`src/rtl/fifo_wr_arbiter_if.sv`:
```
`default_nettype none
// ============================================================================
//  Module      : fifo_wr_arbiter_if
//  Description : Requester-side and FIFO-side signals of the write arbiter.
//  Revision    : 1.0
// ============================================================================
interface fifo_wr_arbiter_if #(
   parameter int NREQ = 4,
   parameter int DW   = 8
);
   localparam int IDW = (NREQ > 1) ? $clog2(NREQ) : 1;

   logic [NREQ-1:0]    req_valid;
   logic [NREQ*DW-1:0] req_data;
   logic [NREQ-1:0]    req_ready;
   logic               fifo_full;
   logic               fifo_write_e;
   logic [DW-1:0]      fifo_data_in;
   logic               grant_active;
   logic [IDW-1:0]     grant_id;

   modport master (
      input  req_valid, req_data, fifo_full,
      output req_ready, fifo_write_e, fifo_data_in, grant_active, grant_id
   );

   modport slave (
      output req_valid, req_data, fifo_full,
      input  req_ready, fifo_write_e, fifo_data_in, grant_active, grant_id
   );
endinterface
`default_nettype wire

```
`src/rtl/fifo_wr_arbiter.sv`:
```
`default_nettype none
// ============================================================================
//  Module      : fifo_wr_arbiter
//  Description : Round-robin burst arbiter sharing one FIFO write port.
//  Revision    : 1.0
// ============================================================================
module fifo_wr_arbiter #(
   parameter int NREQ      = 4,
   parameter int DW        = 8,
   parameter int MAX_BURST = 4
) (
   input  logic              clk,
   input  logic              reset,
   fifo_wr_arbiter_if.master bus
);
   localparam int IDW = (NREQ > 1) ? $clog2(NREQ) : 1;
   localparam int BW  = $clog2(MAX_BURST + 1);

   typedef enum logic [0:0] {
      S_IDLE  = 1'b0,
      S_GRANT = 1'b1
   } state_t;

   state_t         state_q, state_d;
   logic [IDW-1:0] owner_q, owner_d;
   logic [IDW-1:0] last_q,  last_d;
   logic [BW-1:0]  beat_q,  beat_d;

   logic [DW-1:0]   lane [NREQ];
   logic [31:0]     cand;
   logic            pick_found;
   logic [IDW-1:0]  pick_idx;
   logic            in_grant;
   logic            owner_valid;
   logic            xfer;
   logic            burst_done;
   logic [NREQ-1:0] ready;

   for (genvar g = 0; g < NREQ; g++) begin : g_lane
      assign lane[g] = bus.req_data[g*DW +: DW];
   end

   // Descending scan so the smallest offset from last+1 is the one that sticks.
   always_comb begin : arbitration
      pick_found = 1'b0;
      pick_idx   = '0;
      cand       = '0;
      for (int k = NREQ; k >= 1; k--) begin
         cand = int'(last_q) + k;
         if (cand >= NREQ) begin
            cand = cand - NREQ;
         end
         if (bus.req_valid[cand[IDW-1:0]]) begin
            pick_found = 1'b1;
            pick_idx   = cand[IDW-1:0];
         end
      end
   end

   // Reset gates the handshake so a beat presented during reset is never taken.
   always_comb begin : datapath
      in_grant    = (state_q == S_GRANT);
      owner_valid = bus.req_valid[owner_q];
      xfer        = in_grant && !reset && owner_valid && !bus.fifo_full;
      burst_done  = (beat_q == BW'(MAX_BURST - 1));
      ready       = '0;
      if (in_grant && !reset && !bus.fifo_full) begin
         ready[owner_q] = 1'b1;
      end
   end

   assign bus.req_ready    = ready;
   assign bus.fifo_write_e = xfer;
   assign bus.fifo_data_in = in_grant ? lane[owner_q] : '0;
   assign bus.grant_active = in_grant;
   assign bus.grant_id     = owner_q;

   always_comb begin : next_state
      state_d = state_q;
      owner_d = owner_q;
      last_d  = last_q;
      beat_d  = beat_q;
      case (state_q)
         S_IDLE: begin
            if (pick_found) begin
               state_d = S_GRANT;
               owner_d = pick_idx;
               beat_d  = '0;
            end
         end
         S_GRANT: begin
            if (!owner_valid) begin
               state_d = S_IDLE;
               last_d  = owner_q;
            end else if (xfer) begin
               beat_d = beat_q + 1'b1;
               if (burst_done) begin
                  state_d = S_IDLE;
                  last_d  = owner_q;
               end
            end
         end
         default: state_d = S_IDLE;
      endcase
   end

   always_ff @(posedge clk) begin
      if (reset) begin
         state_q <= S_IDLE;
         owner_q <= '0;
         last_q  <= IDW'(NREQ - 1);
         beat_q  <= '0;
      end else begin
         state_q <= state_d;
         owner_q <= owner_d;
         last_q  <= last_d;
         beat_q  <= beat_d;
      end
   end
endmodule
`default_nettype wire

```
`src/flat_wrapper.sv`:
```
// flat-port wrapper written by rule: the top's interface ports become plain ports
module fifo_wr_arbiter_flat 
#(
   parameter int NREQ      = 4,
   parameter int DW        = 8,
   parameter int MAX_BURST = 4
)
  (clk, reset, bus_req_valid, bus_req_data, bus_fifo_full, bus_req_ready, bus_fifo_write_e, bus_fifo_data_in, bus_grant_active, bus_grant_id);
  fifo_wr_arbiter_if #(.NREQ(NREQ), .DW(DW)) bus_i ();
  input  logic clk;
  input  logic reset;
  input wire logic [$bits(bus_i.req_valid)-1:0] bus_req_valid;
  input wire logic [$bits(bus_i.req_data)-1:0] bus_req_data;
  input wire logic [$bits(bus_i.fifo_full)-1:0] bus_fifo_full;
  output wire logic [$bits(bus_i.req_ready)-1:0] bus_req_ready;
  output wire logic [$bits(bus_i.fifo_write_e)-1:0] bus_fifo_write_e;
  output wire logic [$bits(bus_i.fifo_data_in)-1:0] bus_fifo_data_in;
  output wire logic [$bits(bus_i.grant_active)-1:0] bus_grant_active;
  output wire logic [$bits(bus_i.grant_id)-1:0] bus_grant_id;
  assign bus_i.req_valid = bus_req_valid;
  assign bus_i.req_data = bus_req_data;
  assign bus_i.fifo_full = bus_fifo_full;
  assign bus_req_ready = bus_i.req_ready;
  assign bus_fifo_write_e = bus_i.fifo_write_e;
  assign bus_fifo_data_in = bus_i.fifo_data_in;
  assign bus_grant_active = bus_i.grant_active;
  assign bus_grant_id = bus_i.grant_id;
  fifo_wr_arbiter #(.NREQ(NREQ), .DW(DW), .MAX_BURST(MAX_BURST)) u_core (.clk(clk), .reset(reset), .bus(bus_i));
endmodule
```
`config.mk`:
```
export PLATFORM = sky130hd
export DESIGN_NAME = fifo_wr_arbiter_flat
export DESIGN_NICKNAME = d
export VERILOG_FILES = /design/src/rtl/fifo_wr_arbiter_if.sv /design/src/rtl/fifo_wr_arbiter.sv /design/src/flat_wrapper.sv
export SDC_FILE = /design/constraint.sdc
export NUM_CORES = 1
export LEC_CHECK = 0
export ABC_CLOCK_PERIOD_IN_PS = 3700
export CAP_MARGIN = 20
export CORE_MARGIN = 5
export CORE_UTILIZATION = 34
export DETAILED_ROUTE_END_ITERATION = 8
export PLACE_DENSITY_LB_ADDON = 0.25
export SLEW_MARGIN = 15
export SYNTH_ARGS = -nofsm -noshare
export SYNTH_HDL_FRONTEND = slang
export SYNTH_SLANG_ARGS = --single-unit
```
`constraint.sdc`:
```
create_clock -name clk -period 3.7 [get_ports clk]
set_clock_uncertainty 0.05 [all_clocks]
set_input_delay 0.555 -clock clk [delete_from_list [all_inputs] [get_ports clk]]
set_output_delay 0.555 -clock clk [all_outputs]
set_load 0.1 [all_outputs]
```
**After elaboration in Yosys (flattened, before gate mapping)**

Cells that the tools add are included.

- Eq/ne operators: 6
- Muxes and demuxes: 41
- $lt $le $gt $ge: 11
- Reduce and logical (&&, ||, !) cells: 10
- Add/sub/neg operators: 9
- Bitwise logic cells: 2

Operators with widths:

| cell | number |
|---|---|
| 8-bit two-way mux | 3 |
| 2-bit two-way mux | 11 |
| 8-bit binary-select mux with 2-bit select | 1 |
| 2-bit by 3-bit less-than comparator with 1-bit output, second input constant | 5 |
| 1-bit two-way mux | 14 |
| 3-bit >= comparator, second input constant | 4 |
| 1-bit binary-select mux with 2-bit select | 5 |
| 3-bit two-way mux | 3 |
| 2-bit != test, second input constant | 4 |
| 2-bit by 1-bit subtractor with 2-bit output, second input constant | 4 |
| 2-bit by 2-bit adder with 3-bit output, second input constant | 2 |
| 3-bit case mux with 2 select lines | 1 |
| 3-bit AND reduction | 2 |
| 1-bit logical AND | 5 |
| 2-bit by 3-bit adder with 4-bit output, second input constant | 1 |
| 4-bit by 3-bit >= comparator with 1-bit output, second input constant | 1 |
| 4-bit two-way mux | 1 |
| 2-bit by 1-bit adder with 3-bit output, second input constant | 1 |
| 3-bit by 1-bit adder with 3-bit output, second input constant | 1 |
| 3-bit by 2-bit equality test with 1-bit output, second input constant | 1 |
| 2-bit inverter with 3-bit output | 1 |
| 1-bit demux with 2-bit select | 1 |
| 2-bit by 1-bit >= comparator with 1-bit output, second input constant | 1 |
| 1-bit logical NOT | 2 |
| 4 further kinds | 4 |

- Bits of input ports: 39
- Word-level logic and storage cells: 83
- Bits in registers: 8
- Output and inout bits: 16

**Logic depth before layout (Yosys ltp)**

Gate-level depths: netlist of run 1.

- Word-level depth: 11
- Depth in mapped cells: 6
- Depth with buffers taken out: 5

**Worst setup path before layout of run 1**

Ideal clock, no wire load.

- Path kind: register to output
- From: register u_core.state_q (netlist: u_core.bus.grant_active)
- To: output bus_req_ready[0]
- Buffers on the path: 0
- Stages on the path, launching flop included: 4
- Data arrival time: 2.767 ns
- Slack: 0.328 ns
- Data required time: 3.095 ns
- Path through: dfxtp_1 -> nor3b_2 -> nand2_1 -> nor2_1

- Word-level cells in the longest chain between the ends: 3

Ends and longest elaborated chain:

| element | RTL line | text |
|---|---|---|
| start, declared | fifo_wr_arbiter.sv:24 | `state_t state_q, state_d;` |
| start signal, assigned | fifo_wr_arbiter.sv:114 | `state_q <= state_d;` |
| 1-bit logical AND (2 in a row) | fifo_wr_arbiter.sv:67 | `if (in_grant && !reset && !bus.fifo_full) begin` |
| 4-bit two-way mux | fifo_wr_arbiter.sv:67 |  |
| end, declared | flat_wrapper.sv:15 | `output wire logic [$bits(bus_i.req_ready)-1:0] bus_req_ready;` |

Every way passes these cells.

**Final worst setup path of run 1**

- From: register u_core.state_q (netlist: u_core.bus.grant_active)
- To: output bus_grant_active

RTL lines:

| element | RTL line | text |
|---|---|---|
| end, declared | flat_wrapper.sv:18 | `output wire logic [$bits(bus_i.grant_active)-1:0] bus_grant_active;` |

No word-level cell between the ends.

==> results by group, run 1 <==
Clock tree
  • Clock transition at path regs: around 0.060 ns
  • CTS Buf Count: 3
  • CTS Hold Bufs: 0
  • Setup bufs post-CTS: 0
  • Post_cts resized: 0
  • Htree depth: 1
  • CTS Buffer Depth: 2
  • Clock sinks: 8
  • CTS tree: done
  • CTS Root Cell: clkbuf_4
  • Worst skew pair latency: 0.26 ns

Final layout
  • Share of cells above drive strength 1: 0.243
  • Multi-input logic area: 562 um2
  • Area occupied by registers: about 160 um2
  • Area growth, synth to finish: 68.4%
  • Diode count: 0
  • Layout Nets: around 180
  • FILL cells: roughly 190

Timing
  • Unrepaired setup endpoints after global routing: false
  • Fin. max-slew vios: 0
  • Peak Freq: roughly 370 MHz
  • Final critical-path share of the clock period: 0.733
  • Worst slew margin: 0.350
  • Hold Vio Cnt, Final: 0
  • Final worst setup slack: roughly 0.99 ns
  • Hold WS: 0.423 ns
  • Least-Margin Pin Slew: about 0.97 ns
  • Fin Setup TNS: 0 ns
  • Tmin final: roughly 2.7 ns
  • Final Setup Violations: 0

Logic synthesis
  • Fraction of registers with async set or reset after synthesis: 0
  • Synth top area share: 0.261
  • Post-synth top flop: dfxtp_1
  • Register area share after synthesis: 0.206
  • Post-Syn Instances: between 80 and 90
  • Library cells used by synthesis: 28
  • Synth warn: 0
  • Syn_area_per_cell: 9.25 um2
  • Syn nets: around 130
  • Top cells by area, synth: mux4_2 (26%), dfxtp_1 (21%), and2_1 (6.4%)
  • Seq cells post-synth: 8
  • Area leader, netlist: mux4_2
  • List of most frequent post-synthesis cells: mux4_2 (9), nor2_1 (9), and2_1 (8), dfxtp_1 (8), nand2_1 (6)
  • Post-synth EDFFs: 0
  • Synth Cell Area: about 780 um2

Setup path
  • Cell Chain, Critical Path: clkdlybuf4s50_1
  • Crit-path leading delay family: buffers and inverters
  • Setup Crit Path Kind: reg -> out
  • CP arrival: around 2.1 ns
  • Cell at the slowest stage of the critical path: clkdlybuf4s50_1
  • CP Buf/Inv Count: 1
  • CP max FO: 15
  • Setup crit start kind: register
  • Largest stage delay, worst path: ~1.2 ns
  • Worst EP required: a little over 3 ns
  • CP endpoint kind: primary output

Placement
  • Pre-CTS setup slack: roughly 1.0 ns
  • IO buf count: 54
  • Placer congestion estimate: 0.867
  • Hpwl dp: approximately 2000 um

Min path
  • Worst min path class: reg -> reg

Global routing
  • First-pass GRT wire length: ~3800 um
  • Largest net degree at the start of global routing: 19
  • Initial antenna violation count: 0
  • All-Layer GR Usage: 0.145
  • Vias in the first global route: approximately 790
  • Gr ovfl total: 0

Routing
  • Final wirelength: approximately 2500 um
  • DRC: 0
  • Routed vias: 857
  • 1st-pass router iterations: 4
  • Routed wire per std cell: about 15 um
  • Post-DRT Antenna Nets: 0
  • Vias per inst: roughly 5.2
  • Iter 0 DRT Violations: 32

Power and ir drop
  • Lkg Pwr: around 0.54 nW
  • PD cells: between 300 and 400 nW/um2
  • Max VDD drop: 0.000269 V

Die
  • I/O pin total: 55
  • Initial Utilization: 0.355
  • Die X-Extent: a little under 60 um
  • FP Rows: 17
  • CORE AREA: roughly 2200 um2
  • Die Y: 57.8 um
  • Die area: between 3000 and 4000 um2

Status
  • Status: completed

Run
  • Max Cap Viol: 0
[where the power goes]
part / internal [W] / total (W) / switching [W]
Sequential: 0.0000930 / 0.000107 / 0.0000145
Clock: 0.0000374 / 0.0000718 / 0.0000344
Combinational: 0.0000973 / 0.000244 / 0.000147
[registers in the layout, summed over array words and instances, names as in the netlist]
name,count
u_core.last_q,2
u_core.bus.grant_id,2
u_core.beat_q,3
u_core.bus.grant_active,1
[per-stage QoR]
step	total power [W]	std cells	util	area (um2)
2_1_floorplan	0.000281	84	-	777
3_3_place_gp	0.000351	161	0.587	1290
3_5_place_dp	0.000354	161	0.587	1290
4_1_cts	0.000425	164	0.597	1310
5_1_grt	0.000442	164	0.597	1310
6_report	0.000423	164	0.597	1310
[cell families after synthesis]
kind of cell / count (synthesis) / share of synthesized area
DFF: 8 / 0.206
AOI/OAI and AO/OA: 14 / 0.118
and+or+nand+nor: 35 / 0.248
muxes: 14 / 0.325
buffers and inverters: 11 / 0.0709
adders and majority gates: 2 / 0.0322
[metal layers]
layer	wire, um	part of all wire	vias to the layer above	track usage
li1	-	-	414	-
met1	1050	0.43	390	0.183
met2	1090	0.44	48	0.232
met3	284	0.12	5	0.0401
met4	35	0.014	0	0.0596
met5	0	0	-	0
[final timing paths]
kind,slack [ns],end,depth (start not counted),start
setup / recovery,0.99,bus_grant_active,1,u_core.bus.grant_active
hold / removal,0.42,u_core.beat_q[1],2,u_core.beat_q[1]
setup reg to reg,1.99,u_core.beat_q[1],5,u_core.bus.grant_id[1]
hold reg to reg,0.42,u_core.beat_q[1],2,u_core.beat_q[1]
[layout make-up]
cell class                 instances  share of cell area
timing repair buffer              55               0.390
sequential                         8               0.122
inverter                           5              0.0143
clock buffer                       3              0.0172
multi-input combinational         65               0.429
tap                               28              0.0268
[layout by cell type (no fill, tap or decap), drive strengths merged]
cell	n
o31a	1
nor2	9
clkdlybuf4s50	39
inv	5
nand4b	2
nand2	7
mux4	9
nor2b	1
a21oi	4
dfxtp	8
a21o	1
buf	16
a311oi	1
o21ai	4
mux2i	5
o21a	1
and2	8
o22ai	1
clkbuf	3
a22oi	1
nand3	4
ha	2
nor3b	1
and3	3
Note: power is estimated with default switching activity, not from simulation.
==> inputs of run 2 (changes only) <==
Settings changed: ABC_CLOCK_PERIOD_IN_PS 3700 to 2500.
Clock period 3.7 ns to 2.5 ns, I/O delays scaled along.
==> run 2 against run 1 <==
Compared with the run above:
- setup slack worse by 0.75 ns
- first-iteration DRC count shrank 59%
- sequential share of layout area shrank 1.2 points
- sequential cell count did not move
- total power increased by 59%
- clock power up 42%
- register-to-register slack worse by 1.2 ns
- cell count unchanged
- sequential power rose by 62%
- non-clock buffer count unchanged
- die area did not move
- largest power group unchanged
==> results by group, run 2 (synthesis gave the netlist of run 1 again) <==
Timing
  • Final Setup Violations: 0 (unchanged)
  • Hold WS: 0.420 ns (-0.00361 ns)
  • Final worst setup slack: 0.232 ns (-0.754 ns)
  • Unrepaired setup endpoints after global routing: false
  • Worst slew margin: 0.705 (+0.355)
  • Tmin final: roughly 2.3 ns
  • Least-Margin Pin Slew: 0.443 ns (-0.529 ns)
  • Hold Vio Cnt, Final: 0 (unchanged)
  • Peak Freq: around 440 MHz
  • Final critical-path share of the clock period: 0.907
  • Fin. max-slew vios: 0 (unchanged)
  • Fin Setup TNS: 0 ns (unchanged)

Global routing
  • Largest net degree at the start of global routing: 19 (unchanged)
  • Vias in the first global route: 919 (+16%)
  • First-pass GRT wire length: 4510 um (+20%)
  • All-Layer GR Usage: 0.176 (+0.0304)
  • Gr ovfl total: 0 (unchanged)
  • Initial antenna violation count: 0 (unchanged)

Routing
  • Final wirelength: 2770 um (+13%)
  • Post-DRT Antenna Nets: 0 (unchanged)
  • Routed vias: 883 (+3.0%)
  • 1st-pass router iterations: 4 (unchanged)
  • Routed wire per std cell: 16.9 um (+13%)
  • DRC: 0 (unchanged)
  • Vias per inst: 5.38 (+3.0%)
  • Iter 0 DRT Violations: 13 (-59%)

Clock tree
  • Setup bufs post-CTS: 0 (unchanged)
  • CTS Buffer Depth: 2 (unchanged)
  • CTS Root Cell: clkbuf_4
  • Htree depth: 1 (unchanged)
  • Post_cts resized: 0 (unchanged)
  • Worst skew pair latency: 0.26 ns (about the same)
  • CTS Buf Count: 3 (unchanged)
  • Clock sinks: 8 (unchanged)
  • Clock transition at path regs: 0.06 ns (about the same)
  • CTS tree: done
  • CTS Hold Bufs: 0 (unchanged)

Final layout
  • Max FFs per register: 3 (unchanged)
  • FILL cells: 166 (-14%)
  • Diode count: 0 (unchanged)
  • Fin cells: 164 (unchanged)
  • Most frequent cells in the layout: clkdlybuf4s50_1 (38), buf_12 (13), mux4_2 (9), nor2_1 (7), nand2_1 (6)
  • Area growth, synth to finish: 91.8%
  • Largest Register: u_core.beat_q
  • Share of cells above drive strength 1: 0.331 (+0.0882)
  • Layout Nets: 179 (unchanged)
  • Most common cell after layout, fill and taps aside: clkdlybuf4s50_1

Die
  • FP Rows: 17 (unchanged)
  • CORE AREA: 2190 um2 (unchanged)
  • Die area: 3340 um2 (unchanged)
  • Die X-Extent: 57.8 um (unchanged)
  • I/O pin total: 55 (unchanged)
  • Die Y: 57.8 um (unchanged)
  • Initial Utilization: 0.355 (unchanged)

Placement
  • Pre-CTS setup slack: 0.250 ns (-0.757 ns)
  • Placer congestion estimate: 0.818 (-5.6%)
  • IO buf count: 54 (unchanged)
  • Hpwl dp: 2300 um (+16%)
  • Placed cell count: 161 (unchanged)

Setup path
  • Setup crit start kind: register
  • Worst EP required: 2.08 ns (-1.01 ns)
  • CP endpoint kind: primary output
  • CP arrival: 1.84 ns (-0.27 ns)
  • Setup Crit Path Kind: reg -> out
  • CP max FO: 15 (unchanged)
  • Reg2Reg Setup Slack: 0.81 ns (-1.18 ns)

Run
  • Max Cap Viol: 0 (unchanged)

Status
  • Status: completed

Power and ir drop
  • Max VDD drop: 0.000339 V (+26%)
  • Overall Power: 0.000675 W (+59%)
  • PD cells: 453 nW/um2 (+40%)
  • Lkg Pwr: 0.588 nW (+8.0%)

Min path
  • Worst min path class: reg -> reg
## run 2: area by class of cell
| cell class | instances | area [um2] | share of cell area |
|---|---|---|---|
| clock buffers | 3 | 22.5 | 0.0151 |
| inverters | 5 | 18.8 | 0.0126 |
| repair buffers | 55 | 671 | 0.450 |
| flip-flops and latches | 8 | 164 | 0.110 |
| well taps | 28 | 35.0 | 0.0235 |
| multi-input cells | 65 | 579 | 0.389 |
## run 2: path summary, 6_finish.rpt
path                     startpoint               end  depth (start not counted)
min                u_core.beat_q[1]  u_core.beat_q[1]                          2
min reg2reg        u_core.beat_q[1]  u_core.beat_q[1]                          2
max reg2reg  u_core.bus.grant_id[0]  u_core.beat_q[1]                          5
max          u_core.bus.grant_id[0]  bus_fifo_write_e                          4
## run 2: where the power goes
part           total [W]  switching, W  internal, W  leakage (nW)
clock           0.000102     0.0000472    0.0000551        0.0138
sequential      0.000173     0.0000345     0.000139        0.0665
combinational   0.000399      0.000216     0.000183         0.507
total           0.000675      0.000298     0.000377         0.588
## run 2: through the flow
step / utilization / instance area (um2)
3_3_place_gp: 0.670 / 1470
4_1_cts: 0.680 / 1490
2_1_floorplan: - / 798
6_report: 0.680 / 1490
3_5_place_dp: 0.670 / 1470
5_1_grt: 0.680 / 1490
## run 2: critical path, stage by stage (launching register included)
cell and delay, ns:
dfxtp_2 0.58, mux4_2 0.60, nand2_2 0.14, inv_1 0.09, buf_12 0.17
## run 2: routing by layer
layer	track usage	vias to the layer above	part of all wire
li1	-	417	-
met1	0.211	416	0.40
met2	0.285	45	0.47
met3	0.0557	5	0.11
met4	0.0795	0	0.019
met5	0	-	0
